--- config.mk ---
export PLATFORM = sky130hd
export DESIGN_NAME = masked_xor_compress_flat
export DESIGN_NICKNAME = d
export VERILOG_FILES = /design/src/rtl/masked_xor_compress_if.sv /design/src/rtl/masked_xor_compress.sv /design/src/flat_wrapper.sv
export SDC_FILE = /design/constraint.sdc
export NUM_CORES = 1
export LEC_CHECK = 0
export ABC_CLOCK_PERIOD_IN_PS = 4700
export CAP_MARGIN = 40
export CORE_AREA = 5 5 199 201
export DETAILED_ROUTE_END_ITERATION = 10
export DIE_AREA = 0 0 204 206
export PLACE_DENSITY = 0.67
export SLEW_MARGIN = 20
export SYNTH_ARGS = -nofsm -noshare
export SYNTH_HDL_FRONTEND = slang
export SYNTH_SLANG_ARGS = --single-unit
export TNS_END_PERCENT = 100
--- constraint.sdc ---
create_clock -name clk -period 4.7 [get_ports clk]
set_clock_uncertainty 0.1 [all_clocks]
set_input_delay 0.94 -clock clk [delete_from_list [all_inputs] [get_ports clk]]
set_output_delay 0.94 -clock clk [all_outputs]
set_load 0.03 [all_outputs]
--- src/rtl/masked_xor_compress_if.sv ---
// Share-compression bus: input shares plus fresh randomness in, compressed shares out.
// Valid-only transfer: dvld qualifies i_x and ovld qualifies o_z. There is no ready; ena is a global advance.
interface masked_xor_compress_if #(
  parameter int K_WIDTH    = 32,
  parameter int N_SHARES   = 8,
  parameter int OUT_SHARES = 1
);
  localparam int RANDNUM   = N_SHARES - OUT_SHARES;
  localparam int RND_WORDS = (RANDNUM > 0) ? RANDNUM : 1;

  logic                            ena;
  logic                            dvld;
  logic [N_SHARES*K_WIDTH-1:0]     i_x;
  logic [RND_WORDS*K_WIDTH-1:0]    rnd;
  logic [OUT_SHARES*K_WIDTH-1:0]   o_z;
  logic                            ovld;

  modport master (output ena, dvld, i_x, rnd, input o_z, ovld);
  modport slave  (input ena, dvld, i_x, rnd, output o_z, ovld);
endinterface

--- src/rtl/masked_xor_compress.sv ---
// Pipelined Boolean-share compression tree with ring refresh on every layer.
// The XOR of o_z equals the XOR of i_x, and each layer register holds one tree level.
module masked_xor_compress #(
  parameter int K_WIDTH    = 32,
  parameter int N_SHARES   = 8,
  parameter int OUT_SHARES = 1
) (
  input logic                 clk,
  input logic                 rst,
  masked_xor_compress_if.slave bus
);
  localparam int RANDNUM   = N_SHARES - OUT_SHARES;
  localparam int RND_WORDS = (RANDNUM > 0) ? RANDNUM : 1;
  localparam int W         = N_SHARES * K_WIDTH;

  function automatic int merges(int n);
    int half;
    int rem;
    half = n / 2;
    rem  = n - OUT_SHARES;
    return (half < rem) ? half : rem;
  endfunction

  function automatic int layer_n(int l);
    int n;
    n = N_SHARES;
    for (int i = 0; i < N_SHARES; i++) begin
      if (i < l) n = n - merges(n);
    end
    return n;
  endfunction

  function automatic int calc_layers();
    int n;
    int cnt;
    n   = N_SHARES;
    cnt = 0;
    if (N_SHARES == OUT_SHARES) return 1;
    for (int i = 0; i < N_SHARES; i++) begin
      if (n > OUT_SHARES) begin
        n   = n - merges(n);
        cnt = cnt + 1;
      end
    end
    return cnt;
  endfunction

  localparam int LAYERS = calc_layers();

  logic [W-1:0]        data_q   [LAYERS];
  logic [LAYERS-1:0]   vld_q;
  logic [W-1:0]        layer_in [LAYERS];
  logic [W-1:0]        nxt      [LAYERS];
  logic [K_WIDTH-1:0]  s        [N_SHARES];
  logic [K_WIDTH-1:0]  c        [N_SHARES];
  logic [K_WIDTH-1:0]  r        [RND_WORDS];
  int                  n;
  int                  m;
  int                  off;

  always_comb begin
    n   = N_SHARES;
    m   = 0;
    off = 0;
    for (int w = 0; w < RND_WORDS; w++) r[w] = bus.rnd[w*K_WIDTH +: K_WIDTH];
    layer_in[0] = bus.i_x;
    for (int l = 1; l < LAYERS; l++) layer_in[l] = data_q[l-1];

    for (int l = 0; l < LAYERS; l++) begin
      n   = layer_n(l);
      m   = (N_SHARES == OUT_SHARES) ? 0 : merges(n);
      // Words consumed by earlier layers equal the share reduction so far.
      off = N_SHARES - n;
      for (int i = 0; i < N_SHARES; i++) begin
        s[i] = layer_in[l][i*K_WIDTH +: K_WIDTH];
        c[i] = '0;
      end
      for (int j = 0; j < N_SHARES / 2; j++) begin
        if (j < m) begin
          c[j] = s[2*j] ^ s[2*j+1] ^ r[off+j];
          if (j > 0) c[j] = c[j] ^ r[off+j-1];
        end
      end
      for (int k = 0; k < N_SHARES; k++) begin
        if (k >= 2*m && k < n) c[k-m] = s[k];
      end
      // Close the ring: last word lands on the first pass-through share, else wraps to c0.
      if (m > 0) begin
        if (n > 2*m) c[m] = c[m] ^ r[off+m-1];
        else         c[0] = c[0] ^ r[off+m-1];
      end
      nxt[l] = '0;
      for (int i = 0; i < N_SHARES; i++) nxt[l][i*K_WIDTH +: K_WIDTH] = c[i];
    end
  end

  always_ff @(posedge clk) begin
    if (rst) begin
      for (int l = 0; l < LAYERS; l++) data_q[l] <= '0;
      vld_q <= '0;
    end else if (bus.ena) begin
      for (int l = 0; l < LAYERS; l++) data_q[l] <= nxt[l];
      vld_q[0] <= bus.dvld;
      for (int l = 1; l < LAYERS; l++) vld_q[l] <= vld_q[l-1];
    end
  end

  assign bus.o_z  = data_q[LAYERS-1][OUT_SHARES*K_WIDTH-1:0];
  assign bus.ovld = vld_q[LAYERS-1];
endmodule

--- src/flat_wrapper.sv ---
// flat-port wrapper written by rule: the top's interface ports become plain ports
module masked_xor_compress_flat 
#(
  parameter int K_WIDTH    = 32,
  parameter int N_SHARES   = 8,
  parameter int OUT_SHARES = 1
)
  (clk, rst, bus_ena, bus_dvld, bus_i_x, bus_rnd, bus_o_z, bus_ovld);
  masked_xor_compress_if #(.K_WIDTH(K_WIDTH), .N_SHARES(N_SHARES), .OUT_SHARES(OUT_SHARES)) bus_i ();
  input logic clk;
  input logic rst;
  input wire logic [$bits(bus_i.ena)-1:0] bus_ena;
  input wire logic [$bits(bus_i.dvld)-1:0] bus_dvld;
  input wire logic [$bits(bus_i.i_x)-1:0] bus_i_x;
  input wire logic [$bits(bus_i.rnd)-1:0] bus_rnd;
  output wire logic [$bits(bus_i.o_z)-1:0] bus_o_z;
  output wire logic [$bits(bus_i.ovld)-1:0] bus_ovld;
  assign bus_i.ena = bus_ena;
  assign bus_i.dvld = bus_dvld;
  assign bus_i.i_x = bus_i_x;
  assign bus_i.rnd = bus_rnd;
  assign bus_o_z = bus_i.o_z;
  assign bus_ovld = bus_i.ovld;
  masked_xor_compress #(.K_WIDTH(K_WIDTH), .N_SHARES(N_SHARES), .OUT_SHARES(OUT_SHARES)) u_core (.clk(clk), .rst(rst), .bus(bus_i));
endmodule
## Word level (Yosys, flattened, before mapping)

Memories as Yosys holds them, arrays and structs flattened.
Index checks and enable logic that the tools add are counted.

| cells by class | value |
|---|---|
| multiplexer cells | 8 |
| div/mod/pow operators | 0 |
| magnitude comparators | 0 |
| reductions and logical operators | 0 |
| multiply operators | 0 |
| equal/unequal tests | 0 |
| bitwise gates (word level) | 24 |
| shift operators | 0 |
| $add $sub $neg | 0 |

Operators with widths:

| operator | number |
|---|---|
| 32-bit bitwise XOR | 21 |
| 128-bit 2-to-1 mux | 3 |
| 1-bit 2-to-1 mux | 5 |
| 1-bit OR | 3 |

| storage, ports and cells | value |
|---|---|
| RAM bits | 384 |
| memories | 1 |
| bits in latches | 0 |
| flip-flop bits (word level) | 3 |
| ROM bits | 0 |
| bits of input ports | 484 |

Memories:

| name | words | width | rd ports | clocked after Yosys merged registers in | wr ports | RTL line | text |
|---|---|---|---|---|---|---|---|
| u_core.data_q | 3 | 128 | 3 | 0 | 3 | masked_xor_compress.sv:50 | `logic [W-1:0] data_q [LAYERS];` |

## Logic depth before layout (Yosys ltp)

Gate-level depths: netlist of the first run.
An unclocked memory read counts as a cell.

| logic depth | value |
|---|---|
| depth after elaboration | 5 |
| mapped depth | 5 |

## Least setup slack after synthesis of the first run

Ideal clock, no wire load.

| path | value |
|---|---|
| path kind | in2reg |
| start point | in rst |
| end point | mem u_core.data_q[0][0] in the netlist's numbering (enable) |
| stages on the path | 1 |
| data arrival time | 3.655 ns |
| path slack | 0.453 ns |
| data required time | 4.108 ns |
| cell sequence | or2_2 |

RTL lines:

| element | RTL line | text |
|---|---|---|
| start, declared | flat_wrapper.sv:11 | `input logic rst;` |
| end, declared | masked_xor_compress.sv:50 |  |

==> impl_table.tex, run 1 <==
\begin{tabular}{lr}
\hline
Metric & Value \\
\hline
\multicolumn{2}{l}{\textbf{Status}} \\
\quad Result of the run & complete, no violations \\
\multicolumn{2}{l}{\textbf{Critical path}} \\
\quad List of cells traversed by the critical path & clkdlybuf4s50\_1 \\
\quad Largest stage delay on the critical path & 0.75 ns \\
\quad Count of buffering cells on the critical path with inverters included & 1 \\
\quad Endpoint class of the critical path & output pin \\
\quad Peak fanout along the critical path & 1 \\
\quad Top delay family on crit path & buffers and inverters \\
\quad Worst Reg-to-Reg Cells & 3 \\
\quad Launch instance of the worst register-to-register path & u\_core.data\_q[0][59] \\
\quad Data arrival time at the worst-slack endpoint & 1.58 ns \\
\quad End of the worst register-to-register path & u\_core.data\_q[0][155] \\
\quad WP depth & 1 \\
\quad Type of the worst setup path & flop to output pin \\
\quad Critical path required time & 3.66 ns \\
\quad Kind of launch point of the worst setup path & flop \\
\quad CP max stage cell & sky130\_fd\_sc\_hd\_\_clkdlybuf4s50\_1 \\
\quad R2R Setup Slk & 3.51 ns \\
\multicolumn{2}{l}{\textbf{Global routing}} \\
\quad Via count of the first global-routing pass & 9345 \\
\quad Global router's overall resource usage & 13.8\% \\
\quad Total grt overflow & 0 \\
\quad Global-route wire length before repair & 46800 µm \\
\quad Antenna violations before repair & 1 \\
\quad Pin count of the biggest net entering global routing & 121 \\
\multicolumn{2}{l}{\textbf{Pwr}} \\
\quad Net load switching power & 1.46 mW \\
\quad Switching power as a share of total power & 24.8\% \\
\quad Proportion of power drawn by combinational gates & 26.0\% \\
\quad Fraction of power consumed by the clock network & 30.5\% \\
\quad Power per Cell Area & 308 mW/mm² \\
\quad Worst vdd rail ir drop & 0.230 mV \\
\quad Total leakage power & 6.69 nW \\
\quad Design internal power & 4.44 mW \\
\quad Sequential fraction of design power & 43.6\% \\
\multicolumn{2}{l}{\textbf{Floorplan}} \\
\quad Die area & 0.0420 mm² \\
\quad Area of the placeable core & 0.0374 mm² \\
\quad Width of the die & 204 µm \\
\quad Effective utilization at floorplan & 35.4\% \\
\quad Number of top-level design ports & 517 \\
\quad Count of standard-cell rows & 71 \\
\quad Vertical die dimension & 206 µm \\
\multicolumn{2}{l}{\textbf{Clock tree}} \\
\quad CTS Root Buffer Type & sky130\_fd\_sc\_hd\_\_clkbuf\_16 \\
\quad Post-CTS resize count & 0 \\
\quad Setup fix buffers added after clock tree synthesis & 0 \\
\quad Number of levels in the clock H-tree & 1 \\
\quad Clock-pin slew on the worst setup and hold paths & 0.06 ns \\
\quad Skew-Pair Late Insertion Delay & 0.51 ns \\
\quad TritonCTS clock tree & yes \\
\quad Number of clock buffers inserted by TritonCTS & 26 \\
\quad Post-CTS Hold Buffers & 0 \\
\quad CTS Sinks & 227 \\
\quad Buffer depth of the longest clock path & 3 \\
\multicolumn{2}{l}{\textbf{STA}} \\
\quad Slew margin rel. & 63.2\% \\
\quad RSZ-0062 raised after global routing & no \\
\quad Final worst path period need & 2.62 ns \\
\quad Worst hold margin & 0.398 ns \\
\quad Measured slew at the worst slew-check pin & 0.552 ns \\
\quad Final Setup Violations & 0 \\
\quad Max-slew violation total from the final report & 0 \\
\quad Hold violation total from the final report & 0 \\
\quad Post-Route Setup TNS & 0 ns \\
\quad Highest clock rate & 381 MHz \\
\quad Final period util & 55.9\% \\
\multicolumn{2}{l}{\textbf{Drt}} \\
\quad Via Count & 8598 \\
\quad Routed length per instance & 14.7 µm \\
\quad Number of vias per cell & 4.11 \\
\quad Initial DRT Pass Iterations & 4 \\
\quad Number of DRC violations after detailed routing & 0 \\
\quad ANT nets after route & 0 \\
\quad Initial DRC count & 306 \\
\quad Total Wirelength & 30700 µm \\
\multicolumn{2}{l}{\textbf{Synthesis}} \\
\quad Synth cell types & 12 \\
\quad Gate count of the mapped netlist & 1092 \\
\quad Mapped Nets & 1576 \\
\quad Post-synthesis average cell area & 12.1 µm² \\
\quad Post-synth design cell area & 0.0132 mm² \\
\quad Count of state elements after synthesis & 227 \\
\quad Sequential share of the synthesized area & 51.3\% \\
\quad Syn. warnings & 0 \\
\multicolumn{2}{l}{\textbf{Placed design}} \\
\quad Detailed placement HPWL & 25400 µm \\
\quad Count of buffers from port buffering & 484 \\
\quad GP Congestion & 0.765 \\
\quad Number of cells in the design after placement & 2042 \\
\multicolumn{2}{l}{\textbf{Layout}} \\
\quad Most common library cell in the layout ignoring fill and taps & sky130\_fd\_sc\_hd\_\_clkdlybuf4s50\_1 \\
\quad Growth of design area from synthesis to finish & 44.8\% \\
\quad Fraction of final layout cells sized beyond drive strength 1 & 3.42\% \\
\quad Number of nets in the layout & 2043 \\
\quad Top library cells by usage in the layout, fill and taps aside & 484 x sky130\_fd\_sc\_hd\_\_clkdlybuf4s50\_1, 480 x sky130\_fd\_sc\_hd\_\_xnor2\_1, 224 x sky130\_fd\_sc\_hd\_\_edfxtp\_1, 217 x sky130\_fd\_sc\_hd\_\_nor2\_1, 96 x sky130\_fd\_sc\_hd\_\_xor2\_1 \\
\quad Post-Layout Cell Count & 2091 \\
\multicolumn{2}{l}{\textbf{Job}} \\
\quad Max-capacitance violation count & 0 \\
\multicolumn{2}{l}{\textbf{Min path}} \\
\quad Hold-critical path endpoint & u\_core.vld\_q[2] \\
\quad Cell depth of the worst min-delay path & 2 \\
\quad Hold Crit Class & flop to flop \\
\quad Start point of the worst min-delay path & u\_core.vld\_q[2] \\
\hline
\end{tabular}
cell families after synthesis:
logic type / synth area share, %
simple gates: 6.72
buf+inv: 3.61
mux: 0.227
xor+xnor: 38.1
flops: 51.3
flip-flops by register name, indices dropped and copies added, names as in the netlist:
register	count
u_core.vld_q	3
u_core.data_q	224
Yosys cell counts:
| cell | count | area share, % |
|---|---|---|
| sky130_fd_sc_hd__dfxtp_1 | 3 | 0.45 |
| sky130_fd_sc_hd__xnor2_1 | 480 | 32 |
| sky130_fd_sc_hd__xor2_1 | 96 | 6.4 |
| sky130_fd_sc_hd__edfxtp_1 | 224 | 51 |
| sky130_fd_sc_hd__buf_4 | 32 | 1.8 |
| sky130_fd_sc_hd__nor2_1 | 217 | 6.2 |
| sky130_fd_sc_hd__nor2_2 | 10 | 0.47 |
| sky130_fd_sc_hd__buf_2 | 7 | 0.26 |
| sky130_fd_sc_hd__buf_6 | 18 | 1.5 |
| sky130_fd_sc_hd__nand2b_1 | 1 | 0.047 |
| sky130_fd_sc_hd__mux2i_1 | 3 | 0.23 |
| sky130_fd_sc_hd__or2_2 | 1 | 0.047 |
worst max-delay path by stage:
stage,start,endpoint,slack [ns]
after floorplan,rst,u_core.data_q[0][0],0.45
after global placement,bus_ena,u_core.data_q[0][36],1.47
after detailed placement,bus_ena,u_core.data_q[0][100],1.58
after CTS,u_core.data_q[0][266],bus_o_z[10],2.03
after global routing,u_core.data_q[0][266],bus_o_z[10],2.01
final,u_core.data_q[0][266],bus_o_z[10],2.08
area by class of cell:
type | instances | area [µm²]
clock inverters | 11 | 47.5
fillers | 3355 | 18200
clock buffers | 37 | 713
multi-input cells | 808 | 5970
flip-flops and latches | 227 | 6790
diodes | 1 | 2.50
well taps | 511 | 639
repair buffers | 496 | 5000
power by group through the flow:
stage                     Clock (mW)  Combinational, mW  Sequential [mW]
after CTS                       1.87               1.57             2.58
final                           1.80               1.53             2.57
after detailed placement           0               1.56             2.62
after floorplan                    0              0.958             2.61
after global placement             0               1.55             2.61
after global routing            1.95               1.68             2.60
routing by layer:
metal | wire length [µm] | GRT usage (%)
met5 | 0 | 0
met4 | 882 | 4.00
met3 | 1570 | 2.73
met2 | 16600 | 26.1
met1 | 11700 | 15.9
stage by stage:
step	worst slack [ns]	instance area, µm²	util [%]	power, mW
2_1_floorplan	0.453	13200	-	3.57
3_3_place_gp	1.47	18400	49.1	4.16
3_5_place_dp	1.58	18400	49.2	4.18
4_1_cts	2.03	19200	51.2	6.02
5_1_grt	2.01	19200	51.2	6.22
6_report	2.08	19200	51.2	5.91
Power figures use the tool's default switching activity.
==> run 2, diff against run 1 <==
- ABC_CLOCK_PERIOD_IN_PS: 4700 -> 2350
- PLACE_DENSITY: 0.67 -> 0.7
- clock period: 4.7 -> 2.35 ns (I/O delays scaled with it)
==> impl_table.tex, run 2 (same netlist as run 1, synthesis figures left out) <==
\begin{tabular}{lr}
\hline
Metric & Value \\
\hline
\multicolumn{2}{l}{\textbf{Status}} \\
\quad Result of the run & complete, no violations \\
\multicolumn{2}{l}{\textbf{Pwr}} \\
\quad Total leakage power & 6.85 nW \\
\quad Net load switching power & 2.92 mW \\
\quad Worst vdd rail ir drop & 0.373 mV \\
\quad Switching power as a share of total power & 25.0\% \\
\quad Design internal power & 8.77 mW \\
\quad Fraction of power consumed by the clock network & 29.0\% \\
\quad Proportion of power drawn by combinational gates & 26.9\% \\
\quad Power per Cell Area & 601 mW/mm² \\
\quad Sequential fraction of design power & 44.1\% \\
\multicolumn{2}{l}{\textbf{STA}} \\
\quad Final worst path period need & 2.16 ns \\
\quad Measured slew at the worst slew-check pin & 0.450 ns \\
\quad Final Setup Violations & 0 \\
\quad Hold violation total from the final report & 0 \\
\quad Highest clock rate & 462 MHz \\
\quad RSZ-0062 raised after global routing & no \\
\quad Max-slew violation total from the final report & 0 \\
\quad Slack of the critical path & 0.188 ns \\
\quad Slew margin rel. & 69.9\% \\
\quad Final period util & 92.0\% \\
\quad Worst hold margin & 0.393 ns \\
\multicolumn{2}{l}{\textbf{Layout}} \\
\quad Multi-input gate area & 0.00597 mm² \\
\quad Top library cells by usage in the layout, fill and taps aside & 484 x sky130\_fd\_sc\_hd\_\_clkdlybuf4s50\_1, 480 x sky130\_fd\_sc\_hd\_\_xnor2\_1, 224 x sky130\_fd\_sc\_hd\_\_edfxtp\_1, 217 x sky130\_fd\_sc\_hd\_\_nor2\_1, 96 x sky130\_fd\_sc\_hd\_\_xor2\_1 \\
\quad Post-Layout Cell Count & 2108 \\
\quad Fraction of final layout cells sized beyond drive strength 1 & 5.20\% \\
\quad Register area & 0.00679 mm² \\
\quad Top reg by flops & u\_core.data\_q \\
\quad Design area & 0.0194 mm² \\
\quad Largest registers ranked by flip-flop count & u\_core.data\_q (224), u\_core.vld\_q (3) \\
\quad Total inserted antenna cells & 0 \\
\quad Most common library cell in the layout ignoring fill and taps & sky130\_fd\_sc\_hd\_\_clkdlybuf4s50\_1 \\
\quad Number of nets in the layout & 2069 \\
\quad \# fillers & 3312 \\
\quad Growth of design area from synthesis to finish & 47.0\% \\
\quad Number of flip-flops under the largest register name & 224 \\
\multicolumn{2}{l}{\textbf{Global routing}} \\
\quad Antenna violations before repair & 1 \\
\quad Global-route wire length before repair & 46900 µm \\
\quad Via count of the first global-routing pass & 9461 \\
\quad Total grt overflow & 0 \\
\quad Global router's overall resource usage & 13.9\% \\
\quad Pin count of the biggest net entering global routing & 37 \\
\multicolumn{2}{l}{\textbf{Clock tree}} \\
\quad Buffer depth of the longest clock path & 3 \\
\quad Setup fix buffers added after clock tree synthesis & 0 \\
\quad CTS Sinks & 227 \\
\quad Number of clock buffers inserted by TritonCTS & 25 \\
\quad Number of levels in the clock H-tree & 1 \\
\quad Post-CTS Hold Buffers & 0 \\
\quad Post-CTS resize count & 0 \\
\quad Skew-Pair Late Insertion Delay & 0.51 ns \\
\quad TritonCTS clock tree & yes \\
\quad Clock-pin slew on the worst setup and hold paths & 0.06 ns \\
\quad CTS Root Buffer Type & sky130\_fd\_sc\_hd\_\_clkbuf\_16 \\
\multicolumn{2}{l}{\textbf{Placed design}} \\
\quad Post-placement setup slack & 0.227 ns \\
\quad Count of buffers from port buffering & 484 \\
\quad Detailed placement HPWL & 26200 µm \\
\quad GP Congestion & 0.764 \\
\quad Number of cells in the design after placement & 2069 \\
\quad Placed inst area & 0.0188 mm² \\
\multicolumn{2}{l}{\textbf{Critical path}} \\
\quad Top delay family on crit path & buffers and inverters \\
\quad R2R Setup Slk & 1.16 ns \\
\quad Data arrival time at the worst-slack endpoint & 1.59 ns \\
\quad Critical path required time & 1.78 ns \\
\quad Largest stage delay on the critical path & 0.71 ns \\
\quad List of cells traversed by the critical path & clkdlybuf4s50\_1 \\
\quad Endpoint class of the critical path & output pin \\
\quad Count of buffering cells on the critical path with inverters included & 1 \\
\quad Type of the worst setup path & flop to output pin \\
\quad Peak fanout along the critical path & 1 \\
\quad Kind of launch point of the worst setup path & flop \\
\quad CP max stage cell & sky130\_fd\_sc\_hd\_\_clkdlybuf4s50\_1 \\
\multicolumn{2}{l}{\textbf{Min path}} \\
\quad Hold Crit Class & flop to flop \\
\multicolumn{2}{l}{\textbf{Drt}} \\
\quad Initial DRC count & 250 \\
\quad Number of vias per cell & 4.14 \\
\quad Via Count & 8736 \\
\quad Total Wirelength & 30700 µm \\
\quad Routed length per instance & 14.6 µm \\
\quad Initial DRT Pass Iterations & 4 \\
\quad Number of DRC violations after detailed routing & 0 \\
\quad ANT nets after route & 0 \\
\multicolumn{2}{l}{\textbf{Floorplan}} \\
\quad Width of the die & 204 µm \\
\quad Vertical die dimension & 206 µm \\
\quad Number of top-level design ports & 517 \\
\quad Area of the placeable core & 0.0374 mm² \\
\quad Effective utilization at floorplan & 35.4\% \\
\quad Die area & 0.0420 mm² \\
\quad Count of standard-cell rows & 71 \\
\multicolumn{2}{l}{\textbf{Job}} \\
\quad Max-capacitance violation count & 0 \\
\hline
\end{tabular}
==> run 2: cell types whose count changed in the layout (fill, tap and decap cells not counted), moves of 2 or more <==
cell                        before  now
sky130_fd_sc_hd__clkinv_2        2    5
sky130_fd_sc_hd__buf_4           7   22
sky130_fd_sc_hd__buf_12          5   17
sky130_fd_sc_hd__clkinv_1        8    4
sky130_fd_sc_hd__clkbuf_1       10    3
sky130_fd_sc_hd__clkbuf_16      27   25
==> run 2: worst paths after layout <==
path	from	endpoint	depth (start not counted)
setup / recovery	u_core.data_q[0][287]	bus_o_z[31]	1
hold / removal	u_core.vld_q[1]	u_core.vld_q[1]	2
setup reg to reg	u_core.data_q[0][57]	u_core.data_q[0][153]	3
hold reg to reg	u_core.vld_q[1]	u_core.vld_q[1]	2
==> run 2: layer usage <==
metal	GRT usage, %	routed length [µm]
met1	15.2	11200
met2	26.7	16900
met3	3.22	1860
met4	4.09	822
met5	0	13
==> run 2: cell type report <==
cell class                      count  area share, %
Clock buffer                       28           3.28
Multi-Input combinational cell    808           30.7
Sequential cell                   227           34.9
Timing Repair Buffer              523           27.5
Tap cell                          511           3.29
Clock inverter                     11          0.290
==> run 2: power by group through the flow <==
stage / sequential, mW / combinational [mW] / clock (mW)
after floorplan: 5.21 / 1.92 / 0
after global placement: 5.22 / 3.17 / 0
after detailed placement: 5.24 / 3.20 / 0
after CTS: 5.16 / 3.22 / 3.54
after global routing: 5.19 / 3.43 / 3.70
final: 5.15 / 3.15 / 3.39
==> run 2: per-stage QoR <==
step	TNS, ns	power [mW]	utilization (%)
4_1_cts	0	11.9	52.0
3_5_place_dp	0	8.45	50.1
5_1_grt	0	12.3	52.0
3_3_place_gp	0	8.39	50.1
6_report	0	11.7	52.0
2_1_floorplan	-63.56	7.13	-
==> run 3, diff against run 2 <==
- CORE_AREA: 5 5 199 201 -> 5 5 197 199
- CTS_BUF_LIST: not set -> sky130_fd_sc_hd__clkbuf_2
- DIE_AREA: 0 0 204 206 -> 0 0 202 204
- PLACE_DENSITY: 0.7 -> 0.71
==> impl_table.tex, run 3 (same netlist as run 1, synthesis figures left out) <==
\begin{tabular}{lr}
\hline
Metric & Value \\
\hline
\multicolumn{2}{l}{\textbf{STA}} \\
\quad Worst hold margin & 0.189 ns \\
\quad Measured slew at the worst slew-check pin & 0.467 ns \\
\quad Final Setup Violations & 0 \\
\quad Post-Route Setup TNS & 0 ns \\
\quad Final period util & 91.6\% \\
\quad Max-slew violation total from the final report & 0 \\
\quad RSZ-0062 raised after global routing & no \\
\quad Slew margin rel. & 68.7\% \\
\quad Final worst path period need & 2.15 ns \\
\quad Hold violation total from the final report & 0 \\
\quad Highest clock rate & 465 MHz \\
\multicolumn{2}{l}{\textbf{Critical path}} \\
\quad Data arrival time at the worst-slack endpoint & 1.58 ns \\
\quad Largest stage delay on the critical path & 0.45 ns \\
\quad Critical path required time & 1.78 ns \\
\quad Peak fanout along the critical path & 1 \\
\quad Endpoint class of the critical path & output pin \\
\quad List of cells traversed by the critical path & dlygate4sd2\_1 \\
\quad Kind of launch point of the worst setup path & flop \\
\quad Type of the worst setup path & flop to output pin \\
\quad CP max stage cell & sky130\_fd\_sc\_hd\_\_dlygate4sd2\_1 \\
\quad Count of buffering cells on the critical path with inverters included & 1 \\
\quad Top delay family on crit path & buffers and inverters \\
\multicolumn{2}{l}{\textbf{Drt}} \\
\quad Number of DRC violations after detailed routing & 0 \\
\quad Initial DRT Pass Iterations & 4 \\
\quad Routed length per instance & 14.3 µm \\
\quad Number of vias per cell & 4.20 \\
\quad Via Count & 8957 \\
\quad Total Wirelength & 30500 µm \\
\quad ANT nets after route & 0 \\
\quad Initial DRC count & 177 \\
\multicolumn{2}{l}{\textbf{Floorplan}} \\
\quad Count of standard-cell rows & 71 \\
\quad Die area & 0.0412 mm² \\
\quad Vertical die dimension & 204 µm \\
\quad Number of top-level design ports & 517 \\
\quad Width of the die & 202 µm \\
\quad Area of the placeable core & 0.0370 mm² \\
\quad Effective utilization at floorplan & 35.7\% \\
\multicolumn{2}{l}{\textbf{Placed design}} \\
\quad Detailed placement HPWL & 25400 µm \\
\quad GP Congestion & 0.790 \\
\quad Count of buffers from port buffering & 484 \\
\quad Number of cells in the design after placement & 2021 \\
\multicolumn{2}{l}{\textbf{Layout}} \\
\quad Fraction of final layout cells sized beyond drive strength 1 & 8.15\% \\
\quad Growth of design area from synthesis to finish & 44.6\% \\
\quad Largest registers ranked by flip-flop count & u\_core.data\_q (224), u\_core.vld\_q (3) \\
\quad Post-Layout Cell Count & 2132 \\
\quad Number of nets in the layout & 2093 \\
\quad Top library cells by usage in the layout, fill and taps aside & 480 x sky130\_fd\_sc\_hd\_\_xnor2\_1, 451 x sky130\_fd\_sc\_hd\_\_clkdlybuf4s50\_1, 224 x sky130\_fd\_sc\_hd\_\_edfxtp\_1, 217 x sky130\_fd\_sc\_hd\_\_nor2\_1, 96 x sky130\_fd\_sc\_hd\_\_xor2\_1 \\
\quad Most common library cell in the layout ignoring fill and taps & sky130\_fd\_sc\_hd\_\_xnor2\_1 \\
\quad Number of flip-flops under the largest register name & 224 \\
\quad Top reg by flops & u\_core.data\_q \\
\multicolumn{2}{l}{\textbf{Clock tree}} \\
\quad Buffer depth of the longest clock path & 3 \\
\quad Skew-Pair Late Insertion Delay & 0.82 ns \\
\quad CTS Root Buffer Type & sky130\_fd\_sc\_hd\_\_clkbuf\_2 \\
\quad TritonCTS clock tree & yes \\
\quad Number of clock buffers inserted by TritonCTS & 60 \\
\quad CTS Sinks & 227 \\
\quad Number of levels in the clock H-tree & 2 \\
\quad Setup fix buffers added after clock tree synthesis & 0 \\
\quad Clock-pin slew on the worst setup and hold paths & 0.10 ns \\
\quad Post-CTS Hold Buffers & 0 \\
\multicolumn{2}{l}{\textbf{Pwr}} \\
\quad Net load switching power & 3.01 mW \\
\quad Worst vdd rail ir drop & 0.303 mV \\
\quad Total leakage power & 6.97 nW \\
\quad Total power draw & 10.9 mW \\
\quad Sequential fraction of design power & 47.0\% \\
\quad Design internal power & 7.91 mW \\
\quad Proportion of power drawn by combinational gates & 28.3\% \\
\quad Power per Cell Area & 571 mW/mm² \\
\quad Switching power as a share of total power & 27.5\% \\
\quad Fraction of power consumed by the clock network & 24.7\% \\
\multicolumn{2}{l}{\textbf{Global routing}} \\
\quad Pin count of the biggest net entering global routing & 45 \\
\quad Via count of the first global-routing pass & 9658 \\
\quad Antenna violations before repair & 1 \\
\quad Global router's overall resource usage & 14.2\% \\
\quad Global-route wire length before repair & 47300 µm \\
\quad Total grt overflow & 0 \\
\multicolumn{2}{l}{\textbf{Min path}} \\
\quad Hold Crit Class & input port to flop \\
\multicolumn{2}{l}{\textbf{Job}} \\
\quad Max-capacitance violation count & 0 \\
\multicolumn{2}{l}{\textbf{Status}} \\
\quad Result of the run & complete, no violations \\
\hline
\end{tabular}
## run 3: per-layer routing
metal	track usage, %	vias to the layer above	routed length (µm)
li1	-	4564	-
met1	15.7	4086	11600
met2	26.6	268	16500
met3	3.98	39	1920
met4	4.35	0	567
met5	0	-	0
## run 3: timing repair
item / in CTS / in global routing
pin swaps: 0 / 0
resized for setup: 36 / 4
endpoints found under the setup margin: 33 / 3
## run 3: per-stage QoR
stage | setup WS (ns) | instance area, µm² | utilization [%]
5_1_grt | 0.00231 | 19100 | 51.6
6_report | 0.198 | 19100 | 51.6
3_5_place_dp | 0.242 | 18600 | 50.2
4_1_cts | 0.00850 | 19100 | 51.6
3_3_place_gp | 0.269 | 18600 | 50.2
2_1_floorplan | -0.284 | 13200 | -
## run 3: final timing paths
kind | startpoint | endpoint | slack [ns] | depth (start not counted)
setup / recovery | u_core.data_q[0][282] | bus_o_z[26] | 0.20 | 1
hold / removal | bus_dvld | u_core.vld_q[0] | 0.19 | 3
setup reg to reg | u_core.data_q[0][58] | u_core.data_q[0][154] | 1.19 | 3
hold reg to reg | u_core.vld_q[1] | u_core.vld_q[1] | 0.42 | 2
## run 3: power by group through the flow
stage	clock network [mW]	registers [mW]	logic [mW]
final	2.69	5.14	3.09
after global routing	3.09	5.19	3.37
after CTS	2.88	5.15	3.15
after detailed placement	0	5.24	3.17
after global placement	0	5.22	3.14
after floorplan	0	5.21	1.92
## run 3: cell type report
cell class / instances / area [µm²]
Clock inverter: 20 / 104
Tap cell: 474 / 593
Timing Repair Buffer: 512 / 5220
Antenna cell: 1 / 2.50
Clock buffer: 90 / 450
Fill cell: 3368 / 17900
Sequential cell: 227 / 6790
Multi-Input combinational cell: 808 / 5970
